$ cat src/rtl/div_pkg.sv
// Shared types and constants for the divider round-trip (reconstruction) block.
package div_pkg;

    typedef enum logic [1:0] {
        IDLE = 2'd0,
        CALC = 2'd1,
        DONE = 2'd2
    } state_e;

    localparam int unsigned DIV_WIDTH = 16;

    function automatic int unsigned cnt_width(input int unsigned w);
        return $clog2(w + 1);
    endfunction

endpackage

$ cat src/rtl/div_reconstruct_dp.sv
// Shift-add datapath: rebuilds quotient*divisor + remainder one multiplier bit per step,
// and registers the remainder-legality flag at load time.
module div_reconstruct_dp
    import div_pkg::*;
#(
    parameter int unsigned WIDTH = DIV_WIDTH
) (
    input  logic               clk,
    input  logic               rst_n,
    input  logic               load,
    input  logic               step,
    input  logic [WIDTH-1:0]   quotient,
    input  logic [WIDTH-1:0]   divisor,
    input  logic [WIDTH-1:0]   remainder,
    output logic               last,
    output logic [2*WIDTH-1:0] dividend,
    output logic               rem_ok
);

    localparam int unsigned CW = cnt_width(WIDTH);

    logic [2*WIDTH-1:0] mcand_q, mcand_d;
    logic [WIDTH-1:0]   mult_q, mult_d;
    logic [2*WIDTH-1:0] acc_q, acc_d;
    logic [2*WIDTH-1:0] dividend_q, dividend_d;
    logic [CW-1:0]      cnt_q, cnt_d;
    logic               rem_ok_q, rem_ok_d;
    logic [2*WIDTH-1:0] sum;

    assign last     = (cnt_q == CW'(WIDTH - 1));
    assign dividend = dividend_q;
    assign rem_ok   = rem_ok_q;

    always_comb begin
        mcand_d    = mcand_q;
        mult_d     = mult_q;
        acc_d      = acc_q;
        dividend_d = dividend_q;
        cnt_d      = cnt_q;
        rem_ok_d   = rem_ok_q;
        sum        = acc_q + (mult_q[0] ? mcand_q : '0);

        if (load) begin
            mcand_d  = {{WIDTH{1'b0}}, divisor};
            mult_d   = quotient;
            acc_d    = {{WIDTH{1'b0}}, remainder};
            cnt_d    = '0;
            rem_ok_d = (divisor != '0) && (remainder < divisor);
        end else if (step) begin
            acc_d   = sum;
            mcand_d = mcand_q << 1;
            mult_d  = mult_q >> 1;
            cnt_d   = cnt_q + CW'(1);
            // Result register only moves on the final step so it holds outside DONE.
            if (last) begin
                dividend_d = sum;
            end
        end
    end

    always_ff @(posedge clk) begin
        if (!rst_n) begin
            mcand_q    <= '0;
            mult_q     <= '0;
            acc_q      <= '0;
            dividend_q <= '0;
            cnt_q      <= '0;
            rem_ok_q   <= 1'b0;
        end else begin
            mcand_q    <= mcand_d;
            mult_q     <= mult_d;
            acc_q      <= acc_d;
            dividend_q <= dividend_d;
            cnt_q      <= cnt_d;
            rem_ok_q   <= rem_ok_d;
        end
    end

endmodule

$ cat src/rtl/div_reconstruct.sv
// Rebuilds dividend = quotient*divisor + remainder with a fixed WIDTH-cycle latency,
// behind valid/ready handshakes on both sides.
module div_reconstruct
    import div_pkg::*;
#(
    parameter int unsigned WIDTH = DIV_WIDTH
) (
    input  logic               clk,
    input  logic               rst_n,
    input  logic [WIDTH-1:0]   quotient,
    input  logic [WIDTH-1:0]   divisor,
    input  logic [WIDTH-1:0]   remainder,
    input  logic               src_valid,
    output logic               src_ready,
    output logic               dest_valid,
    input  logic               dest_ready,
    output logic [2*WIDTH-1:0] dividend,
    output logic               rem_ok
);

    state_e state_q, state_d;
    logic   load;
    logic   step;
    logic   last;

    div_reconstruct_dp #(
        .WIDTH(WIDTH)
    ) u_dp (
        .clk       (clk),
        .rst_n     (rst_n),
        .load      (load),
        .step      (step),
        .quotient  (quotient),
        .divisor   (divisor),
        .remainder (remainder),
        .last      (last),
        .dividend  (dividend),
        .rem_ok    (rem_ok)
    );

    assign src_ready  = (state_q == IDLE);
    assign dest_valid = (state_q == DONE);

    always_comb begin
        state_d = state_q;
        load    = 1'b0;
        step    = 1'b0;
        case (state_q)
            IDLE: begin
                if (src_valid) begin
                    load    = 1'b1;
                    state_d = CALC;
                end
            end
            CALC: begin
                step = 1'b1;
                if (last) begin
                    state_d = DONE;
                end
            end
            DONE: begin
                if (dest_ready) begin
                    state_d = IDLE;
                end
            end
            default: state_d = IDLE;
        endcase
    end

    always_ff @(posedge clk) begin
        if (!rst_n) begin
            state_q <= IDLE;
        end else begin
            state_q <= state_d;
        end
    end

endmodule

$ cat config.mk
export PLATFORM = sky130hd
export DESIGN_NAME = div_reconstruct
export DESIGN_NICKNAME = d
export VERILOG_FILES = /design/src/rtl/div_pkg.sv /design/src/rtl/div_reconstruct_dp.sv /design/src/rtl/div_reconstruct.sv
export SDC_FILE = /design/constraint.sdc
export NUM_CORES = 1
export LEC_CHECK = 0
export ABC_AREA = 1
export BUFFER_PORTS_ARGS = -buffer_cell sky130_fd_sc_hd__buf_4
export CELL_PAD_IN_SITES_DETAIL_PLACEMENT = 1
export CELL_PAD_IN_SITES_GLOBAL_PLACEMENT = 2
export CORE_AREA = 10 10 163 165
export CTS_CLUSTER_DIAMETER = 150
export DETAILED_ROUTE_END_ITERATION = 6
export DIE_AREA = 0 0 173 175
export PLACE_DENSITY = 0.84
export SLEW_MARGIN = 5
export SYNTH_ARGS = -nofsm -noshare
export SYNTH_HDL_FRONTEND = slang
export SYNTH_SLANG_ARGS = --single-unit
$ cat constraint.sdc
create_clock -name clk -period 3.7 [get_ports clk]
set_input_delay 0.74 -clock clk [delete_from_list [all_inputs] [get_ports clk]]
set_output_delay 0.74 -clock clk [all_outputs]
set_load 0.005 [all_outputs]
==> results.txt, run 1 <==
placed cells = 1,615
Max VDD drop = 0.265 mV
TritonCTS clock tree = yes
Synth Instances = 1,248
number of hold buffers added after CTS = 0
initial antenna violation count = 0
Data arrival, critical path = 2.95 ns
post-place setup slack = 1.05 ns
largest net degree at the start of global routing = 60
Synth cell types = 44
Placer Congestion = 0.866
Min-Delay Path Class = register to register
grt ovf = 0
multi-input logic area = 0.00431 mm2
final setup vio count = 0
CTS Buf Count = 17
share of layout cells above drive strength 1 = 10.7%
most common cell after layout, fill and taps aside = nand2_1
Achievable Freq = 0.381 GHz
total number of vias = 7,817
Cell Area, Synth = 0.00783 mm2
max-slew violations = 0
CP max FO = 19
Worst setup EP type = register
Clock Latency Late Sink = 0.44 ns
Layout area overhead = 18.5%
clock buffer depth = 2
fin util = 39.9%
unrepaired setup endpoints after global routing = false
warnings from Yosys = 0
Avg WL per Cell = 16.2 um
drt drc = 0
Worst setup SP type = register
# IOs = 87
Final nets = 1,416
core area = 0.0233 mm2
Clock transition at path regs = 0.07 ns
WHS Path Cells = 2
HPWL Detailed = 20.5 mm
Max Cap Viol = 0
FF/Latch Area = 0.00240 mm2
post-route setup TNS = 0 ns
min Tclk post-route = 2.62 ns
final hold violations = 0
sequential share of the synthesized area = 30.7%
CTS resizes = 0
port bufs = 86
worst slew pin tran = 0.723 ns
Antenna Nets Post-Route = 0
Tot GR Track Use = 17.9%
most frequent cells in the layout = nand2_1, inv_1, dfxtp_1, nor2_1, buf_4
syn avg cell area = 6.27 um2
pwr/cell area = 384 mW/mm2
Vert. Die Dim = 175 um
number of fill cells in the layout = 3,129
first-pass GRT wire length = 43.9 mm
PnR Total Power = 3560 uW
Post-CTS Setup Bufs = 0
Vias per Instance = 4.75
Synth top area share = 30.7%
Detailed Route Iter0 Violations = 422
Final period util = 70.8%
Die Wd = 173 um
DIE AREA = 0.0303 mm2
root buffer cell = clkbuf_16
Initial Util = 33.6%
Rel. slew slack = 51.8%
Total Wirelength = 26.6 mm
DR pass1 iterations = 5
CP Class = register to register
LEAKAGE = 0.00499 uW
clock sinks = 120
vias in the first global route = 8,158
worst setup margin = 1.08 ns
H-tree depth = 4
R2R depth = 14
Mapped Nets = 1,349
area leader, netlist = dfxtp_1
Crit path required time = 4.03 ns
FF+latch count, synth = 120
Cell Rows = 56
status = finished, final reports clean
clk_skew = 0.0221 ns
diode count = 0
Post-Layout Cell Count = 1,647
Synth area leaders = dfxtp_1, nand2_1, inv_1, ha_1, nor2_1
## synth_stat cells
cell type / n
or2_2: 2
a21boi_0: 1
nor3_2: 1
nand3b_1: 2
xor2_1: 12
a211oi_1: 2
a22oi_1: 1
nand3_1: 66
nor2_2: 3
nand2_4: 1
fa_1: 1
a31oi_1: 29
o21ai_0: 6
a221oi_1: 9
o21ai_1: 13
nand3_2: 2
nand4_1: 5
a21o_1: 3
inv_2: 5
buf_1: 1
and2_1: 1
nor3_1: 9
o211ai_1: 1
nor4_1: 2
buf_4: 3
xnor2_1: 1
a32o_1: 2
o221ai_1: 1
inv_1: 224
nor2_4: 2
nor2_8: 2
ha_1: 48
a22o_1: 6
dfxtp_1: 120
clkbuf_1: 17
buf_2: 15
o21a_1: 15
o22ai_1: 1
inv_6: 1
o21bai_1: 13
buf_6: 7
a21oi_1: 53
nand2_1: 438
nor2_1: 101
## final cells by class
cell class                      count  area share [%]
Clock inverter                     14            1.74
Timing Repair Buffer               91            7.50
Multi-Input combinational cell    855            46.5
Inverter                          230            9.36
Clock buffer                       18            4.73
Sequential cell                   120            25.9
Tap cell                          319            4.30
## worst max-delay path, cell delays in order, from the launching register on
cell     delay [ns]
dfxtp_1        0.63
buf_4          0.35
nand2_1        0.08
inv_1          0.08
ha_1           0.29
nand2_1        0.18
nor2_1         0.10
nand2_1        0.11
nand2_1        0.09
a21oi_1        0.26
nand2_1        0.10
nand2_1        0.09
nand3_1        0.07
nand2_1        0.08
inv_1          0.04
## registers in the layout (all words and copies together), names as in the netlist
signal	cells
u_dp.acc_q	32
u_dp.mult_q	16
u_dp.rem_ok	1
u_dp.cnt_q	5
u_dp.mcand_q	32
state_q	2
u_dp.dividend	32
## per-layer routing
metal | GRT usage (%) | part of all wire, %
met1 | 24.6 | 52
met2 | 28.5 | 45
met3 | 2.80 | 2.8
met4 | 4.71 | 0.99
met5 | 0 | 0
## metrics by stage
step | area (um2) | hold slack, ns
after floorplan | 7830 | 0.429
after global placement | 8680 | 0.442
after detailed placement | 8680 | 0.454
after CTS | 9280 | 0.470
after global routing | 9280 | 0.491
final | 9280 | 0.467
## power by group
group / total [uW] / internal, uW / switching (uW) / leakage [uW]
sequential: 1390 / 1340 / 42.6 / 0.000977
clock: 1750 / 1030 / 718 / 0.000284
combinational: 426 / 154 / 273 / 0.00373
## path summary, 6_finish.rpt
kind,startpoint,end,slack (ns)
max,u_dp.mult_q[0]$_SDFFE_PN0P_,u_dp.acc_q[27]$_SDFFE_PP0P_,1.08
max reg2reg,u_dp.mult_q[0]$_SDFFE_PN0P_,u_dp.acc_q[27]$_SDFFE_PP0P_,1.08
min,u_dp.rem_ok$_SDFFE_PN0P_,u_dp.rem_ok$_SDFFE_PN0P_,0.47
min reg2reg,u_dp.rem_ok$_SDFFE_PN0P_,u_dp.rem_ok$_SDFFE_PN0P_,0.47
## cell families (layout without fill, tap and decap cells)
| group | count (synthesis) | after routing | share of synthesized area [%] |
|---|---|---|---|
| AOI/OAI and AO/OA | 156 | 156 | 12.5 |
| adders and majority gates | 49 | 49 | 7.93 |
| and+or+nand+nor | 637 | 637 | 33.2 |
| buffers and inverters | 273 | 353 | 14.2 |
| DFF | 120 | 120 | 30.7 |
| xor gates and xnor gates | 13 | 13 | 1.45 |
Power figures use the tool's default switching activity.
==> run 2: changes to the inputs <==
--- a/config.mk
+++ b/config.mk
@@ -9,11 +9,11 @@
 export BUFFER_PORTS_ARGS = -buffer_cell sky130_fd_sc_hd__buf_4
 export CELL_PAD_IN_SITES_DETAIL_PLACEMENT = 1
 export CELL_PAD_IN_SITES_GLOBAL_PLACEMENT = 2
-export CORE_AREA = 10 10 163 165
+export CORE_AREA = 10 10 168 170
 export CTS_CLUSTER_DIAMETER = 150
 export DETAILED_ROUTE_END_ITERATION = 6
-export DIE_AREA = 0 0 173 175
-export PLACE_DENSITY = 0.84
+export DIE_AREA = 0 0 178 180
+export PLACE_DENSITY = 0.8
 export SLEW_MARGIN = 5
 export SYNTH_ARGS = -nofsm -noshare
 export SYNTH_HDL_FRONTEND = slang
==> constraint.sdc (replaced) <==
create_clock -name clk -period 2.7 [get_ports clk]
set_input_delay 0.54 -clock clk [delete_from_list [all_inputs] [get_ports clk]]
set_output_delay 0.54 -clock clk [all_outputs]
set_load 0.005 [all_outputs]
==> run 2 against run 1 <==
Against the previous run:
- clock-buffer cell count stayed put
- global-route usage is 1.2 points lower
- setup slack worse by 0.82 ns
- fmax is 7.6% higher
- combinational power is 41% higher
- wire length is 1.5% lower
- non-clock buffer count is 8 higher
- highest routed layer unchanged
==> results.txt, run 2 (synthesis results as in run 1) <==
status = finished, final reports clean (unchanged)
Crit path required time = 3.02 ns (was 4.03 ns)
Layout area overhead = 19.6% (was 18.5%)
Placer Congestion = 0.853 (was 0.866)
min Tclk post-route = 2.44 ns (was 2.62 ns)
most common cell after layout, fill and taps aside = nand2_1 (unchanged)
Total Wirelength = 26.2 mm (was 26.6 mm)
Clock transition at path regs = 0.07 ns (about the same)
share of layout cells above drive strength 1 = 11.2% (was 10.7%)
Vert. Die Dim = 180 um (was 175 um)
final setup vio count = 0 (unchanged)
max-slew violations = 0 (unchanged)
diode count = 0 (unchanged)
DIE AREA = 0.0320 mm2 (was 0.0303 mm2)
Hold Path End = u_dp.mult_q[15]$_SDFFE_PN0P_ (was u_dp.rem_ok$_SDFFE_PN0P_)
post-route setup TNS = 0 ns (unchanged)
initial antenna violation count = 0 (unchanged)
final hold violations = 0 (unchanged)
Avg WL per Cell = 15.8 um (was 16.2 um)
vias in the first global route = 8,072 (was 8,158)
unrepaired setup endpoints after global routing = false (unchanged)
Worst Hold Launch = quotient[15] (was u_dp.rem_ok$_SDFFE_PN0P_)
WHS Path Cells = 2 (unchanged)
TritonCTS clock tree = yes (unchanged)
clock buffer depth = 2 (unchanged)
CP max FO = 23 (was 19)
max incr delay on CP = 0.46 ns (was 0.63 ns)
Reg2Reg Setup Slack = 0.26 ns (was 1.08 ns)
Initial Util = 31.4% (was 33.6%)
clk_skew = 0.0168 ns (was 0.0221 ns)
r2r startpoint = u_dp.mult_q[0]$_SDFFE_PN0P_ (unchanged)
Max Cap Viol = 0 (unchanged)
Max VDD drop = 0.250 mV (was 0.265 mV)
CP dominant cell by count = nand3_1 (was nand2_1)
drt drc = 0 (unchanged)
Clock Latency Late Sink = 0.43 ns (was 0.44 ns)
Worst R2R End = u_dp.dividend[12]$_SDFFE_PN0P_ (was u_dp.acc_q[27]$_SDFFE_PP0P_)
CP Class = register to register (unchanged)
crit path cell chain = buf_12 > nand2_1 > inv_1 > ha_1 > fa_1 > nand3_1 > nand3_1 > nand3_1 > nand3b_1 > or2_2 > nand2_1 > a21o_1 > inv_1 (was buf_4 > nand2_1 > inv_1 > ha_1 > nand2_1 > nor2_1 > nand2_1 > nand2_1 > a21oi_1 > nand2_1 > nand2_1 > nand3_1 > nand2_1 > inv_1)
port bufs = 86 (unchanged)
worst slew pin tran = 0.769 ns (was 0.723 ns)
Final period util = 90.3% (was 70.8%)
Fin Hold WS = 0.323 ns (was 0.467 ns)
Vias per Instance = 4.65 (was 4.75)
Worst setup EP type = register (unchanged)
clock sinks = 120 (unchanged)
first-pass GRT wire length = 42.8 mm (was 43.9 mm)
total number of vias = 7,750 (was 7,817)
CTS Buf Count = 17 (unchanged)
largest net degree at the start of global routing = 69 (was 60)
pwr/cell area = 519 mW/mm2 (was 384 mW/mm2)
Cell Rows = 58 (was 56)
Final nets = 1,424 (was 1,416)
core area = 0.0249 mm2 (was 0.0233 mm2)
Data arrival, critical path = 2.76 ns (was 2.95 ns)
grt ovf = 0 (unchanged)
Tot GR Track Use = 16.7% (was 17.9%)
Critical-path top delay cell = fa_1 (was dfxtp_1)
HPWL Detailed = 20.7 mm (was 20.5 mm)
Antenna Nets Post-Route = 0 (unchanged)
# IOs = 87 (unchanged)
number of hold buffers added after CTS = 0 (unchanged)
LEAKAGE = 0.00504 uW (was 0.00499 uW)
CTS resizes = 0 (unchanged)
Rel. slew slack = 48.7% (was 51.8%)
Achievable Freq = 0.410 GHz (was 0.381 GHz)
Detailed Route Iter0 Violations = 290 (was 422)
most frequent cells in the layout = nand2_1, inv_1, dfxtp_1, nor2_1, buf_4 (unchanged)
R2R depth = 13 (was 14)
Die Wd = 178 um (was 173 um)
Post-CTS Setup Bufs = 0 (unchanged)
DR pass1 iterations = 4 (was 5)
H-tree depth = 4 (unchanged)
Worst setup SP type = register (unchanged)
root buffer cell = clkbuf_16 (unchanged)
Min-Delay Path Class = input pin to register (was register to register)
run 2: cell types whose count changed in the layout (fill, tap and decap cells not counted), sizes merged:
| cell | delta |
|---|---|
| buf | +8 |
| clkinv | +6 |
| clkinvlp | -4 |
| inv | -2 |
run 2: worst max-delay path by stage:
stage,from,endpoint,cells after the start
finish,u_dp.mult_q[0]$_SDFFE_PN0P_,u_dp.dividend[12]$_SDFFE_PN0P_,13
detailed placement,u_dp.mult_q[0]$_SDFFE_PN0P_,u_dp.dividend[12]$_SDFFE_PN0P_,13
global placement,u_dp.mult_q[0]$_SDFFE_PN0P_,u_dp.dividend[12]$_SDFFE_PN0P_,13
CTS,u_dp.mult_q[0]$_SDFFE_PN0P_,u_dp.dividend[12]$_SDFFE_PN0P_,13
global route,u_dp.mult_q[0]$_SDFFE_PN0P_,u_dp.acc_q[24]$_SDFFE_PP0P_,17
floorplan,u_dp.mult_q[0]$_SDFFE_PN0P_,u_dp.dividend[12]$_SDFFE_PN0P_,14
run 2: report_power, final:
part / switching, uW / internal (uW) / leakage, uW
Combinational: 378 / 221 / 0.00377
Sequential: 54.6 / 1840 / 0.000977
Clock: 976 / 1380 / 0.000290
Total: 1410 / 3450 / 0.00504
run 2: stage by stage:
step | std cells | instance area (um2) | total power, uW | util [%] | worst slack, ns
after global placement | 1634 | 8760 | 2530 | 35.2 | 0.362
after floorplan | 1248 | 7830 | 2330 | - | 0.364
after global routing | 1666 | 9360 | 5090 | 37.6 | 0.0783
final | 1666 | 9360 | 4860 | 37.6 | 0.263
after CTS | 1666 | 9360 | 4920 | 37.6 | 0.242
after detailed placement | 1634 | 8760 | 2540 | 35.2 | 0.257
run 2: layout make-up:
class                           instances  area (um2)
Inverter                              230         868
Sequential cell                       120        2400
Clock buffer                           18         429
Tap cell                              330         413
Clock inverter                         14         165
Multi-Input combinational cell        855        4310
Timing Repair Buffer                   99         768
Fill cell                            3234       15500
run 2: worst max-delay path: cells and delay by family, from the launching register on:
family	cells	cell delay (ns)
fa+ha+maj	2	0.66
simple gates	7	1.00
buf+inv	3	0.23
compound gates	1	0.10
flops	1	0.34
run 2: per-layer routing:
| metal | share of wire [%] | track usage (%) | up-vias |
|---|---|---|---|
| li1 | - | - | 4023 |
| met1 | 51 | 23.4 | 3620 |
| met2 | 45 | 25.9 | 91 |
| met3 | 3.3 | 2.70 | 16 |
| met4 | 0.91 | 3.87 | 0 |
| met5 | 0 | 0 | - |
==> run 3: changes to the inputs <==
--- a/config.mk
+++ b/config.mk
@@ -14,6 +14,7 @@
 export DETAILED_ROUTE_END_ITERATION = 6
 export DIE_AREA = 0 0 178 180
 export PLACE_DENSITY = 0.8
+export RECOVER_POWER = 50
 export SLEW_MARGIN = 5
 export SYNTH_ARGS = -nofsm -noshare
 export SYNTH_HDL_FRONTEND = slang
==> run 3 against run 2 <==
Against the previous run:
- wire length is essentially flat
- first-iteration DRC count increased by 3.1%
- clock power about the same
- sequential power hardly changed
- critical path depth fell by 6
- utilization fell by 0.28 points
- final cell count stayed put
- clock skew barely moved
- hold slack worse by 0.0038 ns
- register-to-register slack barely moved
- critical endpoint is now u_dp.acc_q[3]$_SDFFE_PN0P_
- largest cell class unchanged
- largest power group unchanged
- highest routed layer unchanged
==> results.txt, run 3 (synthesis results as in run 1) <==
grt ovf = 0 (unchanged)
fin area = 0.00929 mm2 (was 0.00936 mm2)
Comb pwr share = 12.2% (was 12.3%)
post-place setup slack = 0.257 ns (unchanged)
number of hold buffers added after CTS = 0 (unchanged)
Initial Util = 31.4% (unchanged)
placed cell areas = 0.00876 mm2 (unchanged)
largest net degree at the start of global routing = 69 (unchanged)
Placer Congestion = 0.853 (unchanged)
Detailed Route Iter0 Violations = 299 (was 290)
Int Pwr = 3450 uW (about the same)
# IOs = 87 (unchanged)
Die Wd = 178 um (unchanged)
Data arrival, critical path = 2.77 ns (was 2.76 ns)
max-slew violations = 0 (unchanged)
pwr/cell area = 523 mW/mm2 (was 519 mW/mm2)
number of fill cells in the layout = 3,248 (was 3,234)
Antenna Nets Post-Route = 0 (unchanged)
HPWL Detailed = 20.7 mm (unchanged)
Max Cap Viol = 0 (unchanged)
CP Class = register to register (unchanged)
TritonCTS clock tree = yes (unchanged)
Avg WL per Cell = 15.8 um (about the same)
CTS Buf Count = 17 (unchanged)
post-route setup TNS = 0 ns (unchanged)
Achievable Freq = 0.411 GHz (was 0.410 GHz)
unrepaired setup endpoints after global routing = false (unchanged)
clock sinks = 120 (unchanged)
most frequent cells in the layout = nand2_1, inv_1, dfxtp_1, nor2_1, nand3_1 (was nand2_1, inv_1, dfxtp_1, nor2_1, buf_4)
Min-Delay Path Class = input pin to register (unchanged)
PnR Total Power = 4860 uW (about the same)
Total Wirelength = 26.3 mm (was 26.2 mm)
port bufs = 86 (unchanged)
Max VDD drop = 0.251 mV (was 0.250 mV)
LEAKAGE = 0.00497 uW (was 0.00504 uW)
Layout area overhead = 18.7% (was 19.6%)
Post-CTS Setup Bufs = 0 (unchanged)
Worst setup EP type = register (unchanged)
Worst setup SP type = register (unchanged)
drt drc = 0 (unchanged)
clock power share = 48.7% (was 48.6%)
H-tree depth = 4 (unchanged)
Tot GR Track Use = 16.7% (unchanged)
first-pass GRT wire length = 42.8 mm (unchanged)
min Tclk post-route = 2.43 ns (was 2.44 ns)
status = finished, final reports clean (unchanged)
clk_skew = 0.0164 ns (was 0.0168 ns)
share of layout cells above drive strength 1 = 10.0% (was 11.2%)
DR pass1 iterations = 4 (unchanged)
final hold violations = 0 (unchanged)
clock buffer depth = 2 (unchanged)
worst slew pin tran = 0.969 ns (was 0.769 ns)
Final nets = 1,424 (unchanged)
Crit path required time = 3.04 ns (was 3.02 ns)
sequential share of power = 39.0% (was 39.1%)
Clock Latency Late Sink = 0.43 ns (about the same)
CTS resizes = 0 (unchanged)
total number of vias = 7,752 (was 7,750)
vias in the first global route = 8,072 (unchanged)
Rel. slew slack = 35.2% (was 48.7%)
Vert. Die Dim = 180 um (unchanged)
diode count = 0 (unchanged)
Vias per Instance = 4.65 (about the same)
CP max FO = 36 (was 23)
switch share = 29.1% (was 29.0%)
DIE AREA = 0.0320 mm2 (unchanged)
worst setup margin = 0.270 ns (was 0.263 ns)
most common cell after layout, fill and taps aside = nand2_1 (unchanged)
Psw = 1410 uW (about the same)
Clock transition at path regs = 0.07 ns (about the same)
final setup vio count = 0 (unchanged)
root buffer cell = clkbuf_16 (unchanged)
Cell Rows = 58 (unchanged)
Final period util = 90.0% (was 90.3%)
core area = 0.0249 mm2 (unchanged)
initial antenna violation count = 0 (unchanged)
==> run 3: cell types whose count changed in the layout (fill, tap and decap cells not counted), sizes merged <==
cell | previous run | this run
buf | 99 | 64
clkbuf | 18 | 53
==> run 3: worst max-delay path: stages (launching register included) <==
cell	delay (ns)
dfxtp_1	0.47
nor2_2	0.10
nand2_4	0.20
inv_6	0.16
nor2_1	0.77
buf_4	0.37
nand2_1	0.08
a31oi_1	0.18
==> run 3: worst paths after layout <==
kind,slack (ns),cells past startpoint,startpoint,to
worst min-delay path,0.32,2,quotient[15],u_dp.mult_q[15]$_SDFFE_PN0P_
worst max register to register,0.27,7,state_q[1]$_SDFFE_PN0P_,u_dp.acc_q[3]$_SDFFE_PN0P_
worst min register to register,0.46,2,u_dp.acc_q[2]$_SDFFE_PN0P_,u_dp.acc_q[2]$_SDFFE_PN0P_
worst max-delay path,0.27,7,state_q[1]$_SDFFE_PN0P_,u_dp.acc_q[3]$_SDFFE_PN0P_
==> run 3: through the flow <==
stage	cells	utilization [%]	hold WS [ns]
floorplan	1248	-	0.429
global placement	1634	35.2	0.449
detailed placement	1634	35.2	0.451
CTS	1666	37.6	0.311
global route	1666	37.3	0.324
finish	1666	37.3	0.320
==> run 3: final cells by class <==
type	instances	area, um2	area share, %
Multi-Input combinational cell	855	4290	46.2
Sequential cell	120	2400	25.9
Inverter	230	868	9.35
Timing Repair Buffer	99	721	7.76
Clock buffer	18	429	4.62
Tap cell	330	413	4.45
Clock inverter	14	165	1.78
==> run 3: per-layer routing <==
layer	vias to the layer above	track usage [%]	part of all wire, %
li1	4023	-	-
met1	3621	23.4	52
met2	89	25.9	44
met3	19	2.70	3.2
met4	0	3.87	1.1
met5	-	0	0
==> run 3: power by group through the flow <==
stage	Clock [uW]	Combinational (uW)	Sequential, uW
4_1_cts	2410	612	1900
3_5_place_dp	0	610	1930
3_3_place_gp	0	597	1930
6_report	2370	595	1900
5_1_grt	2500	678	1910
2_1_floorplan	0	416	1910
